--- src/rtl/adder_pipe.sv ---
// Carry-pipelined N-bit add/subtract unit with valid/ready handshake.
// Each stage resolves one W-bit chunk; the upper operand chunks ride along in skew registers.
module adder_pipe #(
    parameter int N      = 8,
    parameter int STAGES = 2
) (
    input  logic         clk,
    input  logic         rst,
    input  logic         in_valid,
    output logic         in_ready,
    input  logic         mode,
    input  logic [N-1:0] A,
    input  logic [N-1:0] B,
    output logic         out_valid,
    input  logic         out_ready,
    output logic [N-1:0] S,
    output logic         cout,
    output logic         ovf,
    output logic         zero
);
    localparam int W = N / STAGES;

    if (STAGES < 1 || STAGES > N || (N % STAGES) != 0) begin : g_bad
        $error("adder_pipe: STAGES must divide N and lie in 1..N");
    end

    logic         stall;
    logic [N-1:0] bx;

    assign stall    = out_valid && !out_ready;
    assign in_ready = !stall;
    assign bx       = B ^ {N{mode}};

    for (genvar k = 0; k < STAGES; k++) begin : g
        localparam int LO = k * W;
        localparam int R  = N - LO;

        logic [R-1:0]    ai;
        logic [R-1:0]    bi;
        logic            ci;
        logic            vi;
        logic [W:0]      t;
        logic [LO+W-1:0] s_d;
        logic [LO+W-1:0] s_q;
        logic            c_q;
        logic            v_q;

        if (k == 0) begin : g_in
            assign ai  = A;
            assign bi  = bx;
            assign ci  = mode;
            assign vi  = in_valid;
            assign s_d = t[W-1:0];
        end else begin : g_in
            assign ai  = g[k-1].g_sk.a_q;
            assign bi  = g[k-1].g_sk.b_q;
            assign ci  = g[k-1].c_q;
            assign vi  = g[k-1].v_q;
            assign s_d = {t[W-1:0], g[k-1].s_q};
        end

        assign t = {1'b0, ai[W-1:0]} + {1'b0, bi[W-1:0]} + {{W{1'b0}}, ci};

        always_ff @(posedge clk or posedge rst) begin
            if (rst) begin
                s_q <= '0;
                c_q <= 1'b0;
                v_q <= 1'b0;
            end else if (!stall) begin
                s_q <= s_d;
                c_q <= t[W];
                v_q <= vi;
            end
        end

        if (k < STAGES - 1) begin : g_sk
            logic [R-W-1:0] a_q;
            logic [R-W-1:0] b_q;

            always_ff @(posedge clk or posedge rst) begin
                if (rst) begin
                    a_q <= '0;
                    b_q <= '0;
                end else if (!stall) begin
                    a_q <= ai[R-1:W];
                    b_q <= bi[R-1:W];
                end
            end
        end else begin : g_out
            logic cmsb;
            logic ovf_q;
            logic zero_q;

            // carry into the MSB falls out of the MSB sum bit
            assign cmsb = t[W-1] ^ ai[W-1] ^ bi[W-1];

            always_ff @(posedge clk or posedge rst) begin
                if (rst) begin
                    ovf_q  <= 1'b0;
                    zero_q <= 1'b0;
                end else if (!stall) begin
                    ovf_q  <= cmsb ^ t[W];
                    zero_q <= (s_d == '0);
                end
            end

            assign S         = s_q;
            assign cout      = c_q;
            assign out_valid = v_q;
            assign ovf       = ovf_q;
            assign zero      = zero_q;
        end
    end
endmodule

--- config.mk ---
export PLATFORM = sky130hd
export DESIGN_NAME = adder_pipe
export DESIGN_NICKNAME = d
export VERILOG_FILES = /design/src/rtl/adder_pipe.sv
export SDC_FILE = /design/constraint.sdc
export NUM_CORES = 1
export LEC_CHECK = 0
export ABC_AREA = 1
export BUFFER_PORTS_ARGS = -buffer_cell sky130_fd_sc_hd__clkbuf_2
export CAP_MARGIN = 10
export CORE_MARGIN = 2
export CORE_UTILIZATION = 40
export DETAILED_ROUTE_END_ITERATION = 8
export HOLD_SLACK_MARGIN = 0.03
export PLACE_DENSITY = 0.7
export RECOVER_POWER = 100
export SLEW_MARGIN = 25
export SYNTH_ARGS = -nofsm -noshare
export SYNTH_HDL_FRONTEND = slang
export SYNTH_SLANG_ARGS = --single-unit
--- constraint.sdc ---
create_clock -name clk -period 3.63 [get_ports clk]
set_clock_uncertainty 0.2 [all_clocks]
set_input_delay 0.1815 -clock clk [delete_from_list [all_inputs] [get_ports clk]]
set_output_delay 0.1815 -clock clk [all_outputs]
set_load 0.01 [all_outputs]
-- Word level (Yosys, flattened, before mapping)
Index checks and enable logic that the tools add are counted.
- flip-flop bits (word level): 26
- logic and storage cells: 22
- add/subtract/negate cells: 4
- bitwise logic cells: 4
- reduce and logical (&&, ||, !) cells: 4
- operators with widths (kind ; count):
    $add 4x4->5 ; 2
    $add 5x1->5 ; 2
    $logic_not 8->1 ; 1
    $xor 8x8->8 ; 1
    $xor 1x1->1 ; 3
    $logic_not 1->1 ; 2
    $logic_and 1x1->1 ; 1

-- Depth between registers and ports, before layout
Gate-level depths: netlist of the first run.
- depth in word-level cells: 5
- gate-level depth with buffers: 10
- gate-level depth less buffers: 9

-- Least setup slack after synthesis of the first run
OpenSTA, ideal clock, no wires.
- path type: register -> register
- from: register g[0].c_q
- to: register g[1].g_out.zero_q (netlist: zero)
- arrival: 1.533 ns
- slack: 1.779 ns
- stages on the path, launching flop included: 8
- path buffers: 0
- cells stage by stage: dfrtp_1 > fa_1 > inv_1 > fa_1 > nand3_1 > nor2_1 > nand3_1 > nand2_1
- cells in the longest elaborated chain, start to end: 2
- ends and longest elaborated chain (item ; line ; RTL):
    start, declared ; 45 ; logic c_q;
    start signal, assigned ; 71 ; c_q <= t[W];
    $add 5x1->5 ; 62 ; assign t = {1'b0, ai[W-1:0]} + {1'b0, bi[W-1:0]} + {{W{1'b0}}, ci};
    $logic_not 8->1 ; 103 ; zero_q <= (s_d == '0);
    end signal, assigned ; 103 ;
    end, declared ; 92 ; logic zero_q;
Every way passes these cells.
A chain may end at the register's enable or synchronous reset.

-- Final worst setup path of the first run
- from: register g[1].v_q (netlist: out_valid)
- to: register g[0].s_q[0]
- cells in the longest elaborated chain, start to end: 1
- ends and longest elaborated chain (item ; line ; RTL):
    start, declared ; 46 ; logic v_q;
    start signal, assigned ; 72 ; v_q <= vi;
    $logic_and 1x1->1 ; 30 ; assign stall = out_valid && !out_ready;
    end signal, assigned ; 66 ; s_q <= '0;
    end signal, assigned ; 70 ; s_q <= s_d;
    end, declared ; 44 ; logic [LO+W-1:0] s_q;
Every way passes these cells.

==> impl_results.md, run 1 <==
* Outcome: completed
* Post-DRT Antenna Nets at 0
* 1st-iter DRT viols at 36
* Distinct cells, synth at 21
* DRC viols at 0
* Vias at 1,162
* Switching power at 0.303 mW
* Detailed-route wire length per cell at 10.3 um
* CTS tree: done
* Full die area at 3990 um2
* Hold Buf Count CTS at 13
* Final setup vio count at 0
* Inst Count DP at 238
* Max-slew headroom at 0.417
* Yosys top cell by area: dfrtp_1
* Met2 wire len at 1.24 mm
* Switching part of the total at 0.357
* Critical Path End Type: flop
* Final slew viol count at 0
* #FFs+latches synth at 26
* Worst path bufs/invs at 4
* Mean post-synth cell area at 8.49 um2
* Post-Syn Nets at 195
* P_int at 0.545 mW
* First-pass GRT wire length at 4.61 mm
* Initial Util at 0.417
* Share of layout cells above drive strength 1 at 0.129
* H-Tree Depth at 1
* IO Count at 34
* Post-layout util at 0.515
* Post-Layout Inst Area at 1730 um2
* Setup TNS at 0 ps
* Avg Vias per Cell at 4.56
* Area grow syn2layout at 23.7%
* Wl on met1 at about 1.2 mm
* Combinational cell fraction of total power at 0.360
* DR pass1 iterations at 4
* Peak supply drop at 160 uV
* Post-synthesis sequential area ratio at 0.464
* Initial antenna violation count at 0
* Cell Area, Synth at between 1000 and 1500 um2
* Setup Buffers After CTS at 0
* Total CTS buffers at 3
* All-Layer GR Usage at 0.144
* Port Buffers at 33
* RSZ-0062 raised after global routing: no
* Critical setup path kind: reg2reg
* Final Critical Period at 3050 ps
* Largest net degree at the start of global routing at 33
* Critical path's largest stage delay at between 500 and 600 ps
* Die Ht at 63.2 um
* Vias in the first global route at 1,078
* Crit-path max FO at 32
* Leakage at 0.881 nW
* CP Cell Sequence: inv_1, nor2_4, inv_1, o21ai_0, dlygate4sd3_1, o22ai_1, dlygate4sd3_1
* Fillcell total at 347
* Crit path required time at 3640 ps
* Post-synth top area share at 0.464
* Bufs on Longest Clock Path at 2
* GP Congestion at 0.819
* Layout Nets at 240
* Final HPWL DP at slightly below 2 mm
* DP Area at 1580 um2
* Die W at 63.2 um
* Pwr Density at a little under 500 nW/um2
* Worst path slowest cell: dlygate4sd3_1
* Final wirelength at 2.63 mm
* Mapped Cells at 165
* Top post-synthesis cells by area: dfrtp_1, nand2_1, ha_1, o21ai_0, fa_1
* Final period utilization at 0.839
* Finished Layout Cells at 255
* Tightest Pin Transition at 870 ps
* Final hold vios at 0
* Grt ovf at 0
* Row cnt at 21
* Clock power frac at 0.166
* Seq pwr share at 0.474
* Antenna diode count at 0
* HP Class: in2reg
* Post-CTS Resized at 0
* Max-cap violations at 0
* Core Area at 3360 um2
* Max Used Layer: met4
* Fmax at 0.328 GHz
* Root buffer cell: clkbuf_4
* Later-pin clock latency in the skew report at 310 ps
* Reg clk slew, reported paths at between 100 and 150 ps
* Routed wl met3 at approximately 120 um
* Yosys Warn Count at 0
* Delay-heaviest family, CP: buffers and inverters
* Critical Path AT at 3060 ps
* Setup crit start kind: flop
* Clk sinks at 26
[cells by family (layout without fill, tap and decap cells)]
| group | count (synthesis) | in the layout | synth area share |
|---|---|---|---|
| AOI/OAI and AO/OA | 23 | 23 | 0.0857 |
| xor gates and xnor gates | 10 | 10 | 0.0625 |
| DFF | 26 | 26 | 0.464 |
| adders and majority gates | 9 | 9 | 0.0964 |
| and+or+nand+nor | 73 | 73 | 0.213 |
| buffers and inverters | 24 | 68 | 0.0777 |
[power groups by stage]
stage | sequential, mW | combinational [mW] | clock (mW)
6_report | 0.402 | 0.305 | 0.141
5_1_grt | 0.414 | 0.353 | 0.159
4_1_cts | 0.405 | 0.323 | 0.148
3_5_place_dp | 0.411 | 0.309 | 0
3_3_place_gp | 0.408 | 0.301 | 0
2_1_floorplan | 0.426 | 0.191 | 0
[worst register-to-register path, stage by stage, from the launching register on]
cell and delay [ps]:
dfrtp_1 370, inv_1 60, nor2_4 480, inv_1 480, o21ai_0 160, dlygate4sd3_1 560
o22ai_1 60, dlygate4sd3_1 570
[registers in the layout, summed over array words and instances (netlist names)]
register    cells
g.s_q           4
out_valid       1
ovf             1
g.v_q           1
g.g_sk.a_q      4
g.c_q           1
zero            1
S               8
cout            1
g.g_sk.b_q      4
[stage by stage]
stage | worst slack (ps) | hold WS, ps | power, mW
final | 585 | 47.9 | 0.849
after global routing | 349 | 53.4 | 0.925
after CTS | 755 | 44.2 | 0.876
after detailed placement | 1690 | 191 | 0.719
after global placement | 1730 | 191 | 0.709
after floorplan | 1780 | 21.5 | 0.617
[cell type report]
type / instances / area (um2) / area share
Multi-Input combinational cell: 115 / 642 / 0.370
Tap cell: 46 / 57.6 / 0.0332
Clock buffer: 4 / 36.3 / 0.0209
Sequential cell: 26 / 651 / 0.375
Timing Repair Buffer: 46 / 279 / 0.161
Inverter: 18 / 67.6 / 0.0390
[synth_stat cells (all sizes together)]
library cell / count
nand3b: 1
nand2: 53
buf: 6
o21ai: 19
nand4: 1
dfrtp: 26
inv: 18
o22ai: 1
ha: 6
xnor2: 5
a21oi: 3
fa: 3
nand3: 9
xor2: 5
nor2: 9
[placed cells by master, fill, tap and decap left out, types with 3 or more instances in the layout]
cell,Yosys,layout
clkbuf_4,0,3
clkbuf_1,0,13
fa_1,3,3
nand2_1,53,53
xnor2_1,5,5
inv_1,16,16
a21oi_1,3,3
ha_1,6,6
clkbuf_2,0,20
o21ai_0,15,18
dfrtp_1,26,26
nand3_1,9,9
xor2_1,5,5
nor2_1,8,8
dlygate4sd3_1,0,13
[layer usage]
metal  global-route usage  vias to the layer above
li1                     -                      606
met1                0.186                      518
met2                0.249                       34
met3               0.0161                        4
met4               0.0571                        0
met5                    0                        -
[worst paths after layout]
check	start	to	slack, ps	cells past startpoint
min in group asynchronous	rst	S[0]$_DFFE_PP0N_	260	3
max in group asynchronous	rst	g[0].g_sk.a_q[1]$_DFFE_PP0N_	2560	3
max	out_valid$_DFFE_PP0N_	g[0].s_q[0]$_DFFE_PP0N_	580	7
min reg2reg	g[0].v_q$_DFFE_PP0N_	out_valid$_DFFE_PP0N_	270	2
min	out_ready	S[4]$_DFFE_PP0N_	50	4
max reg2reg	out_valid$_DFFE_PP0N_	g[0].s_q[0]$_DFFE_PP0N_	580	7
No activity file was read; power rests on OpenSTA's default activity.
==> run 2: changes to the inputs <==
Settings changed: PLACE_DENSITY 0.7 to 0.72.
Clock period 3.63 ns to 2.75 ns, I/O delays scaled along.
==> impl_results.md, run 2 (synthesized netlist as in run 1, its figures left out) <==
* Final Critical Period at 2180 ps
* Layer with the highest usage: met2 (unchanged)
* Port Buffers at 33 (unchanged)
* Worst setup margin at 566 ps (was 585 ps)
* Final period utilization at 0.794
* Critical Path End Type: flop (unchanged)
* Pwr Total at 1.13 mW (was 0.849 mW)
* Initial Util at 0.417 (unchanged)
* Die Ht at 63.2 um (unchanged)
* Max reg flops at 8 (unchanged)
* Commonest non-fill, non-tap cell in the layout: nand2_1 (unchanged)
* Combinational cell fraction of total power at 0.357 (was 0.360)
* Seq pwr share at 0.470 (was 0.474)
* M2 GR Usage at 0.253 (was 0.249)
* Layout Nets at 242 (was 240)
* Row cnt at 21 (unchanged)
* Full die area at 3990 um2 (unchanged)
* GP Congestion at 0.846 (was 0.819)
* Largest net degree at the start of global routing at 27 (was 33)
* Initial antenna violation count at 0 (unchanged)
* Post-DRT Antenna Nets at 0 (unchanged)
* Critical Path Most Common Cell: dlygate4sd3_1
* Pwr Density at 647 nW/um2 (was 490 nW/um2)
* Core Area at 3360 um2 (unchanged)
* Worst r2r src: out_valid$_DFFE_PP0N_ (unchanged)
* Detailed-route wire length per cell at 10.3 um (about the same)
* Reg2reg setup slack at 590 ps (was 580 ps)
* Worst path slowest cell: dlygate4sd3_1 (unchanged)
* H-Tree Depth at 1 (unchanged)
* Later-pin clock latency in the skew report at 320 ps (was 310 ps)
* GRT met1 Usage at 0.179 (was 0.186)
* Post-CTS Resized at 0 (unchanged)
* Leakage at 0.886 nW (was 0.881 nW)
* Antenna diode count at 0 (unchanged)
* M3 GR Usage at 0.0232 (was 0.0161)
* First-pass GRT wire length at 4.71 mm (was 4.61 mm)
* Setup TNS at 0 ps (unchanged)
* Total CTS buffers at 3 (unchanged)
* Crit path to: g[0].s_q[0]$_DFFE_PP0N_ (unchanged)
* Crit-path max FO at 22 (was 32)
* Final slew viol count at 0 (unchanged)
* Worst path bufs/invs at 4 (unchanged)
* HP Class: in2reg (unchanged)
* Final hold vios at 0 (unchanged)
* Outcome: completed (unchanged)
* Critical Path AT at 2250 ps (was 3060 ps)
* Die W at 63.2 um (unchanged)
* Cell depth of the worst setup path at 7 (unchanged)
* Hold Buf Count CTS at 14 (was 13)
* Final HPWL DP at 1.96 mm (about the same)
* Clock power frac at 0.173 (was 0.166)
* Fillcell total at 353 (was 347)
* Root buffer cell: clkbuf_4 (unchanged)
* CTS tree: done (unchanged)
* Tightest Pin Transition at 932 ps (was 870 ps)
* Vias in the first global route at 1,125 (was 1,078)
* CP Cell Sequence: dlygate4sd3_1, clkbuf_1, nor2_4, inv_1, o21ai_0, o22ai_1, dlygate4sd3_1 (was inv_1, nor2_4, inv_1, o21ai_0, dlygate4sd3_1, o22ai_1, dlygate4sd3_1)
* IO Count at 34 (unchanged)
* Final setup vio count at 0 (unchanged)
* Max-slew headroom at 0.378 (was 0.417)
* Crit path required time at 2820 ps (was 3640 ps)
* Switching part of the total at 0.363 (was 0.357)
* Fmax at roughly 0.46 GHz
* Delay-heaviest family, CP: buffers and inverters (unchanged)
* Most frequent cells in the layout: nand2_1, dfrtp_1, clkbuf_2 (unchanged)
* Final wirelength at 2.64 mm (was 2.63 mm)
* 1st-iter DRT viols at 50 (was 36)
* Setup crit start kind: primary input (was flop)
* Multi-input gate area at 642 um2 (unchanged)
* Setup slack at placement at 789 ps (was 1690 ps)
* Setup Buffers After CTS at 0 (unchanged)
* Avg Vias per Cell at 4.57 (was 4.56)
* Grt ovf at 0 (unchanged)
* Register area at 651 um2 (unchanged)
* Vias at 1,174 (was 1,162)
* Critical path's largest stage delay at 560 ps (was 570 ps)
* Reg clk slew, reported paths at 140 ps (was 130 ps)
* Register-to-Register Path Depth at 6 (was 7)
* Peak supply drop at 198 uV (was 160 uV)
* DRC viols at 0 (unchanged)
* R2R Path End: g[0].s_q[0]$_DFFE_PP0N_ (unchanged)
* Clk sinks at 26 (unchanged)
* Critical setup path kind: in2reg (was reg2reg)
* DR pass1 iterations at 4 (unchanged)
* Area grow syn2layout at 24.6% (was 23.7%)
* P_int at 0.720 mW (was 0.545 mW)
* Bufs on Longest Clock Path at 2 (unchanged)
* Max-cap violations at 0 (unchanged)
* Worst Setup SP: out_ready (was out_valid$_DFFE_PP0N_)
* RSZ-0062 raised after global routing: no (unchanged)
* All-Layer GR Usage at 0.146 (was 0.144)
* Switching power at 0.410 mW (was 0.303 mW)
* Share of layout cells above drive strength 1 at 0.123 (was 0.129)
[run 2: cell count changes in the layout (fill, tap and decap cells not counted)]
cell           change
clkbuf_2           -1
clkbuf_1           +2
dlygate4sd3_1      +1
inv_1              +1
clkinv_1           -1
[run 2: how the worst min path moves through the flow]
stage,startpoint,end,cells after the start
3_5_place_dp,A[7],g[0].g_sk.a_q[3]$_DFFE_PP0N_,3
2_1_floorplan,rst,S[0]$_DFFE_PP0N_,1
3_3_place_gp,A[7],g[0].g_sk.a_q[3]$_DFFE_PP0N_,3
5_1_grt,A[3],g[0].c_q$_DFFE_PP0N_,4
6_report,A[3],g[0].s_q[3]$_DFFE_PP0N_,5
4_1_cts,A[3],g[0].c_q$_DFFE_PP0N_,4
[run 2: cell type report]
class | count | share of cell area
Sequential cell | 26 | 0.373
Timing Repair Buffer | 48 | 0.167
Multi-Input combinational cell | 115 | 0.368
Tap cell | 46 | 0.0330
Clock buffer | 4 | 0.0208
Inverter | 18 | 0.0387
[run 2: power by group through the flow]
stage / Combinational [mW] / Sequential, mW / Clock (mW)
2_1_floorplan: 0.252 / 0.562 / 0
3_3_place_gp: 0.400 / 0.536 / 0
3_5_place_dp: 0.408 / 0.541 / 0
4_1_cts: 0.427 / 0.533 / 0.197
5_1_grt: 0.466 / 0.543 / 0.218
6_report: 0.403 / 0.531 / 0.196
[run 2: through the flow]
stage,area [um2],utilization,hold WS [ps],instances
after global placement,1590,0.473,137,239
after global routing,1750,0.519,55.3,257
after detailed placement,1590,0.473,141,239
after floorplan,1400,-,-22.5,165
after CTS,1770,0.525,36.8,257
final,1750,0.519,33.8,257
[run 2: worst min-delay path: stages]
cell	delay, ps
clkbuf_2	80
ha_1	160
nand2_1	60
nand3_1	60
nand2_1	40
[run 2: metal layers]
metal  wire (um)  vias to the layer above  part of all wire
met5           0                        -                 0
met4          55                        0             0.021
met3         141                        7             0.053
met2        1180                       39              0.44
met1        1270                      516              0.48
li1            -                      612                 -
==> run 3: changes to the inputs <==
Settings changed: ABC_AREA 1 to 0.
Clock period 2.75 ns to 1.8 ns, I/O delays scaled along.
==> impl_results.md, run 3 <==
* Outcome: complete, but fails checks (was completed)
* Failing checks: negative setup slack
* EDFF count, synth at 0 (unchanged)
* Final setup vio count at 4 (was 0)
* #FFs+latches synth at 26 (unchanged)
* DRC viols at 0 (unchanged)
* Peak supply drop at 454 uV (was 198 uV)
* Combinational cell fraction of total power at 0.397 (was 0.357)
* Final wirelength at 2.85 mm (was 2.64 mm)
* Clk sinks at 26 (unchanged)
* Critical Path End Type: flop (unchanged)
* Fillcell total at 287 (was 353)
* Die Ht at 62.0 um (was 63.2 um)
* Cell Area, Synth at 1340 um2 (was 1400 um2)
* Synth cell count leaders: nand2_1, dfrtp_1, o21ai_0 (was nand2_1, dfrtp_1, inv_1)
* Ys flop type: dfrtp_1 (unchanged)
* Setup crit start kind: flop (was primary input)
* Yosys top cell by area: dfrtp_1 (unchanged)
* GP Congestion at 0.737 (was 0.846)
* Later-pin clock latency in the skew report at 320 ps (about the same)
* Die W at 62.0 um (was 63.2 um)
* CTS tree: done (unchanged)
* Most common cell in the netlist: nand2_1 (unchanged)
* Largest net degree at the start of global routing at 27 (unchanged)
* Total CTS buffers at 3 (unchanged)
* Most frequent cells in the layout: nand2_1, dfrtp_1, clkbuf_2 (unchanged)
* All-Layer GR Usage at 0.152 (was 0.146)
* Share of the synthesized netlist area taken by xor and xnor gates at 0.103 (was 0.0625)
* Inst Count DP at 218 (was 239)
* Post-Syn Nets at 168 (was 195)
* Vias at 1,105 (was 1,174)
* Yosys Warn Count at 0 (unchanged)
* Crit path required time at 1820 ps (was 2820 ps)
* Tightest Pin Transition at 619 ps (was 932 ps)
* Seq pwr share at 0.408 (was 0.470)
* M2 GR Usage at 0.286 (was 0.253)
* Mux cell area share after synthesis at 0.0112 (was 0)
* Layer with the highest usage: met2 (unchanged)
* Clock power frac at 0.196 (was 0.173)
* Row cnt at 21 (unchanged)
* H-Tree Depth at 1 (unchanged)
* Max-slew headroom at 0.587 (was 0.378)
* Synthesized-area fraction occupied by and/or/nand/nor cells at 0.168 (was 0.213)
* Critical Path AT at 2010 ps (was 2250 ps)
* Vias in the first global route at 1,055 (was 1,125)
* Mapped Cells at 138 (was 165)
* Core Area at 3280 um2 (was 3360 um2)
* Distinct cells, synth at 23 (was 21)
* Fmax at 0.503 GHz
* Max-cap violations at 0 (unchanged)
* Final HPWL DP at 1.97 mm (was 1.96 mm)
* Setup TNS at -384 ps (was 0 ps)
* Bufs on Longest Clock Path at 2 (unchanged)
* Crit-path max FO at 2 (was 22)
* Ys async rst share at 1.00 (unchanged)
* RSZ-0062 raised after global routing: yes (was no)
* Final period utilization at 1.10
* Reg clk slew, reported paths at 140 ps (about the same)
* 1st-iter DRT viols at 65 (was 50)
* Post-Layout Inst Area at 1910 um2 (was 1750 um2)
* Switching power at 0.672 mW (was 0.410 mW)
* Post-DRT Antenna Nets at 0 (unchanged)
* Finished Layout Cells at 243 (was 257)
* IO Count at 34 (unchanged)
* Layout Nets at 228 (was 242)
* Detailed-route wire length per cell at 11.7 um (was 10.3 um)
* DR pass1 iterations at 4 (unchanged)
* Avg Vias per Cell at 4.55 (was 4.57)
* Post-synth top area share at 0.484 (was 0.464)
* Root buffer cell: clkbuf_4 (unchanged)
* Critical setup path kind: reg2reg (was in2reg)
* HP Class: in2reg (unchanged)
* DP Area at 1610 um2 (was 1590 um2)
* Compound-Gate Fraction of Synth Area at 0.0968 (was 0.0857)
* Worst setup margin at -187 ps (was 566 ps)
* Initial Util at 0.409 (was 0.417)
* Max reg flops at 8 (unchanged)
* Adder-Cell Fraction of Synth Area at 0.101 (was 0.0964)
* Port Buffers at 33 (unchanged)
* Final slew viol count at 0 (unchanged)
* Final hold vios at 0 (unchanged)
* Share of layout cells above drive strength 1 at 0.259 (was 0.123)
* P_int at 1.36 mW (was 0.720 mW)
* Final Critical Period at 1990 ps
* First-pass GRT wire length at 4.36 mm (was 4.71 mm)
* Full die area at 3840 um2 (was 3990 um2)
* Switching part of the total at 0.331 (was 0.363)
* Mean post-synth cell area at 9.74 um2 (was 8.49 um2)
* Grt ovf at 0 (unchanged)
* Commonest non-fill, non-tap cell in the layout: nand2_1 (unchanged)
* Post-synthesis sequential area ratio at 0.484 (was 0.464)
* Pwr Density at 1070 nW/um2 (was 647 nW/um2)
* M3 GR Usage at 0.0207 (was 0.0232)
* Top post-synthesis cells by area: dfrtp_1, nand2_1, ha_1, xnor2_1, fa_1 (was dfrtp_1, nand2_1, ha_1, o21ai_0, fa_1)
* Leakage at 0.942 nW (was 0.886 nW)
* Initial antenna violation count at 0 (unchanged)
* Combinational family with the most area after synthesis: simple AND/OR/NAND/NOR gates (unchanged)
* GRT met1 Usage at 0.181 (was 0.179)
* Antenna diode count at 0 (unchanged)
* Area grow syn2layout at 41.9% (was 24.6%)
-- run 3: cell count changes after synthesis, sizes merged, moves of 3 or more --
cell    previous run  this run
xnor2              5         9
inv               18         5
a21o               0         3
o21ai             19        10
nand2             53        44
nand3              9         0
buf                6         1
clkbuf             0         5
-- run 3: power groups by stage --
stage / Sequential (mW) / Combinational (mW) / Clock [mW]
detailed placement: 0.845 / 0.687 / 0
global placement: 0.830 / 0.666 / 0
finish: 0.829 / 0.806 / 0.398
global route: 0.853 / 0.921 / 0.429
floorplan: 0.875 / 0.422 / 0
CTS: 0.831 / 0.779 / 0.404
-- run 3: final timing paths --
check,to,slack [ps],cells past startpoint,startpoint
worst max-delay path,ovf$_DFFE_PP0N_,-190,8,g[0].g_sk.b_q[0]$_DFFE_PP0N_
worst min-delay path,g[0].g_sk.b_q[2]$_DFFE_PP0N_,80,4,mode
worst max register to register,ovf$_DFFE_PP0N_,-190,8,g[0].g_sk.b_q[0]$_DFFE_PP0N_
worst min register to register,S[2]$_DFFE_PP0N_,280,2,S[2]$_DFFE_PP0N_
max in group asynchronous,g[0].c_q$_DFFE_PP0N_,760,4,rst
min in group asynchronous,g[0].g_sk.b_q[1]$_DFFE_PP0N_,240,4,rst
-- run 3: cell type report --
class                   count  area [um2]  area share
clock inverters             1        30.0      0.0157
inverters                   5        18.8     0.00984
multi-input cells         101         693       0.364
clock buffers               3        22.5      0.0118
well taps                  46        57.6      0.0302
flip-flops and latches     26         651       0.341
repair buffers             61         434       0.228
-- run 3: routing by layer --
metal / wire length (um) / vias up
li1: - / 558
met1: 1190 / 513
met2: 1540 / 32
met3: 101 / 2
met4: 14 / 0
met5: 0 / -
-- run 3: logic make-up after synthesis --
group / count (synthesis)
AOI/OAI and AO/OA: 20
xor gates and xnor gates: 15
and+or+nand+nor: 56
buffers and inverters: 11
DFF: 26
muxes: 1
adders and majority gates: 9
-- run 3: repair_timing --
action / 4_1_cts / 5_1_grt
pin swaps: 4 / 3
gates resized for setup: 6 / 8
setup buffers: 1 / 3
hold endpoints to repair: 44 / 0
setup endpoints to repair: 3 / 6
cloned: 0 / 1
hold buffers: 16 / 0
-- run 3: stage by stage --
step / setup slack, ps / hold slack (ps) / total power [mW] / util
finish: -187 / 79.2 / 2.03 / 0.581
detailed placement: -190 / -58.9 / 1.53 / 0.490
floorplan: -111 / -70.0 / 1.30 / -
CTS: -166 / 96.6 / 2.01 / 0.563
global placement: -129 / -68.0 / 1.50 / 0.490
global route: -270 / 104 / 2.20 / 0.581
-- run 3: critical path, stage by stage, from the launching register on --
cell	delay, ps
dfrtp_1	420
fa_2	230
inv_2	40
fa_2	340
nand2b_4	160
a21oi_4	160
xnor2_2	130
xnor2_1	140
o21ai_1	70
